File: src/rtl/accum_mem_arbiter.sv
// Round-robin arbiter sharing one in-order data-memory port between processor (P) and accumulator (X).
// Optional ACCUM_ARB_LOCK_EN adds x_lock, which forces X to win while asserted.
module accum_mem_arbiter #(
  parameter int ADDR_W    = 32,
  parameter int DATA_W    = 32,
  parameter int MAX_OUTST = 4
) (
  input  logic              clk,
  input  logic              rst,
  input  logic              p_req_val,
  input  logic [ADDR_W-1:0] p_req_addr,
  output logic              p_req_rdy,
  output logic              p_resp_val,
  output logic [DATA_W-1:0] p_resp_data,
  input  logic              x_req_val,
  input  logic [ADDR_W-1:0] x_req_addr,
  output logic              x_req_rdy,
  output logic              x_resp_val,
  output logic [DATA_W-1:0] x_resp_data,
`ifdef ACCUM_ARB_LOCK_EN
  input  logic              x_lock,
`endif
  output logic              m_req_val,
  output logic [ADDR_W-1:0] m_req_addr,
  input  logic              m_req_rdy,
  input  logic              m_resp_val,
  input  logic [DATA_W-1:0] m_resp_data,
  output logic              err
);

  localparam int PTR_W = (MAX_OUTST > 1) ? $clog2(MAX_OUTST) : 1;
  localparam int CNT_W = $clog2(MAX_OUTST + 1);
  localparam logic [CNT_W-1:0] FULL_CNT = CNT_W'(MAX_OUTST);
  localparam logic ID_P = 1'b0;
  localparam logic ID_X = 1'b1;

  logic [MAX_OUTST-1:0] fifo_q, fifo_d;
  logic [PTR_W-1:0]     wr_ptr_q, wr_ptr_d;
  logic [PTR_W-1:0]     rd_ptr_q, rd_ptr_d;
  logic [CNT_W-1:0]     count_q, count_d;
  logic                 last_grant_q, last_grant_d;
  logic                 err_q, err_d;

  logic win_x_s;
  logic any_val_s;
  logic full_s;
  logic nonempty_s;
  logic fire_s;
  logic pop_s;
  logic head_s;

  // Winner selection: alternate on contention, otherwise the lone requester wins.
  always_comb begin
    win_x_s   = 1'b0;
    any_val_s = p_req_val | x_req_val;
`ifdef ACCUM_ARB_LOCK_EN
    if (x_lock) begin
      win_x_s   = 1'b1;
      any_val_s = x_req_val;
    end else if (p_req_val && x_req_val) begin
      win_x_s = (last_grant_q == ID_P);
    end else begin
      win_x_s = x_req_val;
    end
`else
    if (p_req_val && x_req_val) begin
      win_x_s = (last_grant_q == ID_P);
    end else begin
      win_x_s = x_req_val;
    end
`endif
  end

  // Handshakes and response routing; every output is forced low while reset is held.
  always_comb begin
    full_s      = (count_q == FULL_CNT);
    nonempty_s  = (count_q != {CNT_W{1'b0}});
    fire_s      = any_val_s & ~full_s & m_req_rdy;
    pop_s       = m_resp_val & nonempty_s;
    head_s      = fifo_q[rd_ptr_q];
    m_req_val   = rst & any_val_s & ~full_s;
    m_req_addr  = win_x_s ? x_req_addr : p_req_addr;
    p_req_rdy   = rst & m_req_rdy & ~full_s & ~win_x_s;
    x_req_rdy   = rst & m_req_rdy & ~full_s & win_x_s;
    p_resp_val  = rst & pop_s & (head_s == ID_P);
    x_resp_val  = rst & pop_s & (head_s == ID_X);
    p_resp_data = m_resp_data;
    x_resp_data = m_resp_data;
    err         = err_q;
  end

  // Next-state: the owner FIFO is pushed on a fired request and popped on a matched response.
  always_comb begin
    fifo_d       = fifo_q;
    wr_ptr_d     = wr_ptr_q;
    rd_ptr_d     = rd_ptr_q;
    count_d      = count_q;
    last_grant_d = last_grant_q;
    err_d        = err_q | (m_resp_val & ~nonempty_s);
    if (fire_s) begin
      fifo_d[wr_ptr_q] = win_x_s;
      wr_ptr_d         = wr_ptr_q + PTR_W'(1);
      last_grant_d     = win_x_s;
    end else begin
      last_grant_d = last_grant_q;
    end
    if (pop_s) begin
      rd_ptr_d = rd_ptr_q + PTR_W'(1);
    end else begin
      rd_ptr_d = rd_ptr_q;
    end
    case ({fire_s, pop_s})
      2'b10:   count_d = count_q + CNT_W'(1);
      2'b01:   count_d = count_q - CNT_W'(1);
      default: count_d = count_q;
    endcase
  end

  // State registers; last_grant resets to X so P wins the first tie.
  always_ff @(posedge clk or negedge rst) begin
    if (!rst) begin
      fifo_q       <= {MAX_OUTST{1'b0}};
      wr_ptr_q     <= {PTR_W{1'b0}};
      rd_ptr_q     <= {PTR_W{1'b0}};
      count_q      <= {CNT_W{1'b0}};
      last_grant_q <= ID_X;
      err_q        <= 1'b0;
    end else begin
      fifo_q       <= fifo_d;
      wr_ptr_q     <= wr_ptr_d;
      rd_ptr_q     <= rd_ptr_d;
      count_q      <= count_d;
      last_grant_q <= last_grant_d;
      err_q        <= err_d;
    end
  end

endmodule
File: config.mk
export PLATFORM = sky130hd
export DESIGN_NAME = accum_mem_arbiter
export DESIGN_NICKNAME = d
export VERILOG_FILES = /design/src/rtl/accum_mem_arbiter.sv
export SDC_FILE = /design/constraint.sdc
export NUM_CORES = 1
export LEC_CHECK = 0
export ABC_AREA = 1
export BUFFER_PORTS_ARGS = -buffer_cell sky130_fd_sc_hd__buf_4
export CELL_PAD_IN_SITES_DETAIL_PLACEMENT = 1
export CELL_PAD_IN_SITES_GLOBAL_PLACEMENT = 2
export CORE_ASPECT_RATIO = 0.5
export CORE_MARGIN = 1.5
export CORE_UTILIZATION = 15
export DETAILED_ROUTE_END_ITERATION = 12
export PLACE_DENSITY_LB_ADDON = 0.1
export SKIP_CTS_REPAIR_TIMING = 1
export SLEW_MARGIN = 20
export SYNTH_ARGS = -nofsm -noshare
export SYNTH_HDL_FRONTEND = slang
export SYNTH_SLANG_ARGS = --single-unit
File: constraint.sdc
create_clock -name clk -period 4.6 [get_ports clk]
set_clock_uncertainty 0.2 [all_clocks]
set_input_delay 0.23 -clock clk [delete_from_list [all_inputs] [get_ports clk]]
set_output_delay 0.23 -clock clk [all_outputs]
set_load 0.02 [all_outputs]
==> results.sh <==
export IMPL_vias=1621
export IMPL_antenna_found_initial=0
export IMPL_final_area_um2=2210
export IMPL_path_class="reg -> out"
export IMPL_max_slew_margin_rel=0.550
export IMPL_crit_end="m_req_addr[12]"
export IMPL_ant_nets=0
export IMPL_fp_dieH_um=77.5
export IMPL_insertion_delay_ns=0.24
export IMPL_setup_violations=0
export IMPL_synth_ff_type="dfrtp_1"
export IMPL_slowest_stage="inv_2"
export IMPL_setup_tns_ns=0
export IMPL_end_kind="output port"
export IMPL_yosysTopAreaCellShare=0.293
export IMPL_synth_seq_cells=13
export IMPL_cp_start_kind="flop"
export IMPL_grt_ovfl_total=0
export IMPL_globalplace_congestion=0.712
export IMPL_path_clk_slew_ns=0.04
export IMPL_p_per_area_nw_per_um2=405
export IMPL_dp_hpwl_um=4620
export IMPL_hold_class="in -> reg"
export IMPL_p_leak_nw=1.24
export IMPL_peakVddDrop_uv=114
export IMPL_critPathRequiredTime_ns=4.17
export IMPL_finalHoldViolCount=0
export IMPL_max_freq_ghz=0.405
export IMPL_placementRows=26
export IMPL_gr_usage_all_layers=0.0948
export IMPL_hold_depth=3
export IMPL_remaining_drc_errors=0
export IMPL_first_pass_iters=4
export IMPL_drive_above_1_share=0.406
export IMPL_ioPinCount=204
export IMPL_drt_wl_total_um=5840
export IMPL_startpoint="last_grant_q$_DFFE_PN1P_"
export IMPL_clockBufferDepth=2
export IMPL_core_um2=10500
export IMPL_rr_worst_depth=9
export IMPL_syn_area_per_cell_um2=6.48
export IMPL_routedWlPerCell_um=13.3
export IMPL_outcome="complete, no violations"
export IMPL_synth_edf_count=0
export IMPL_reg2reg_to="count_q[2]$_DFFE_PN0P_"
export IMPL_io_buffers=107
export IMPL_rsz0062_at_grt="false"
export IMPL_worst_pin_slew_ns=0.673
export IMPL_antenna_cells=0
export IMPL_cts_buffers=3
export IMPL_drt_initial_drc_count=43
export IMPL_dpl_cell_area_um2=2120
export IMPL_htreeDepth=1
export IMPL_ys_seq_area_frac=0.196
export IMPL_synth_area_leaders="buf_4 (29%), nand2_1 (26%), dfrtp_1 (18%)"
export IMPL_die_w_um=152
export IMPL_yosysUniqueCellTypes=27
export IMPL_timing_hold_ws_ns=0.0980
export IMPL_grt_pass1_wl_um=9090
export IMPL_worstPathCellList="a21oi_4 > buf_4 > inv_2 > nand2_1 > nand2_1 > buf_4"
export IMPL_maxCapViolCount=0
export IMPL_vias_per_cell=3.70
export IMPL_reg2reg_from="count_q[1]$_DFFE_PN0P_"
export IMPL_dieArea_um2=11800
export IMPL_cp_slowest_stage_delay_ns=0.56
export IMPL_grt_max_degree=39
export IMPL_reg2reg_slack_ns=2.32
export IMPL_p_total_mw=0.895
export IMPL_root_buffer="clkbuf_16"
export IMPL_yosys_warnings=0
export IMPL_syn_inst=257
export IMPL_finalMaxSlewViolations=0
export IMPL_synthesis_nets=365
export IMPL_finalCritPeriodShare=0.537
export IMPL_arrival_ns=2.04
export IMPL_fin_nets=407
export IMPL_finalCriticalPeriod_ns=2.47
export IMPL_grt_pass1_vias=1720
export IMPL_cts_tree="done"
export IMPL_path_max_fanout=38
export IMPL_initial_utilization=0.158
export IMPL_yosysTopAreaCell="buf_4"
export IMPL_cts_sinks=13
export IMPL_netlist_area_um2=1670
export IMPL_area_growth_pct=32.5
export IMPL_synthArstFlopShare=1.00
==> cells in the mapped netlist, types with 2 or more instances <==
master,count
inv_2,2
nand3_1,5
a21oi_2,3
nand4_1,8
o21ai_0,2
buf_2,3
xor2_1,3
nor2_1,4
ha_1,5
dfrtp_1,12
buf_6,3
nand2_1,117
buf_4,65
inv_1,12
==> state kept, by name, indices dropped and copies added (netlist names) <==
| name | cells |
|---|---|
| last_grant_q | 1 |
| err | 1 |
| wr_ptr_q | 2 |
| count_q | 3 |
| fifo_q | 4 |
| rd_ptr_q | 2 |
==> where the power goes <==
group	leakage (nW)	internal (mW)	switching (mW)
sequential	0.153	0.172	0.0517
combinational	1.05	0.213	0.294
clock	0.0382	0.117	0.0468
total	1.24	0.502	0.393
==> worst max-delay path, delay by kind of cell, from the launching register on <==
| family | cells | cell delay [ns] |
|---|---|---|
| buffers and inverters | 3 | 0.95 |
| AND/OR/NAND/NOR | 2 | 0.21 |
| AO/OA/AOI/OAI | 1 | 0.05 |
| flip-flops | 1 | 0.55 |
==> per-stage QoR <==
step	std cells	setup slack [ns]	utilization
after floorplan	257	2.51	-
after global placement	433	2.35	0.202
after detailed placement	433	2.32	0.202
after CTS	437	2.07	0.209
after global routing	438	1.89	0.210
final	438	2.13	0.210
==> placed cells by master (no fill, tap or decap) <==
master           n
a21oi_1          1
a21oi_2          2
a21oi_4          1
and3_1           1
buf_4          108
clkbuf_1         1
clkbuf_16        3
dfrtp_1         12
dfstp_2          1
dlygate4sd3_1    1
fa_1             1
ha_1             5
inv_1           12
inv_2            2
nand2_1        117
nand2_2          1
nand3_1          5
nand3_2          1
nand4_1          8
nor2_1           4
nor2_4           1
nor3_1           1
o21ai_0          2
o21ai_1          1
o21bai_1         1
or2_2            1
xnor2_1          1
xor2_1           3
==> cells by family (layout without fill, tap and decap cells) <==
group                      count (synthesis)  in the layout  share of synthesized area
AOI/OAI and AO/OA                          8              8                     0.0323
buffers and inverters                     86            127                      0.356
and+or+nand+nor                          140            140                      0.345
xor gates and xnor gates                   4              4                     0.0210
DFF                                       13             13                      0.196
adders and majority gates                  6              6                     0.0496
==> how the worst min path moves through the flow <==
| stage | from | endpoint |
|---|---|---|
| finish | m_resp_val | err$_DFF_PN0_ |
| global route | m_resp_val | err$_DFF_PN0_ |
| CTS | rst | rd_ptr_q[1]$_DFFE_PN0P_ |
| detailed placement | rst | rd_ptr_q[1]$_DFFE_PN0P_ |
| global placement | rst | fifo_q[2]$_DFFE_PN0P_ |
| floorplan | rst | count_q[0]$_DFFE_PN0P_ |
==> per-layer routing <==
metal / track usage / vias up / wire [µm]
li1: - / 803 / -
met1: 0.104 / 717 / 2250
met2: 0.178 / 79 / 2950
met3: 0.0263 / 22 / 516
met4: 0.0311 / 0 / 116
met5: 0 / - / 0
==> cell type report <==
type / count / area [µm²]
Fill cell: 1333 / 8300
Timing Repair Buffer: 109 / 821
Multi-Input combinational cell: 158 / 753
Sequential cell: 13 / 327
Tap cell: 140 / 175
Clock buffer: 4 / 78.8
Inverter: 14 / 52.6
Power figures use the tool's default switching activity.
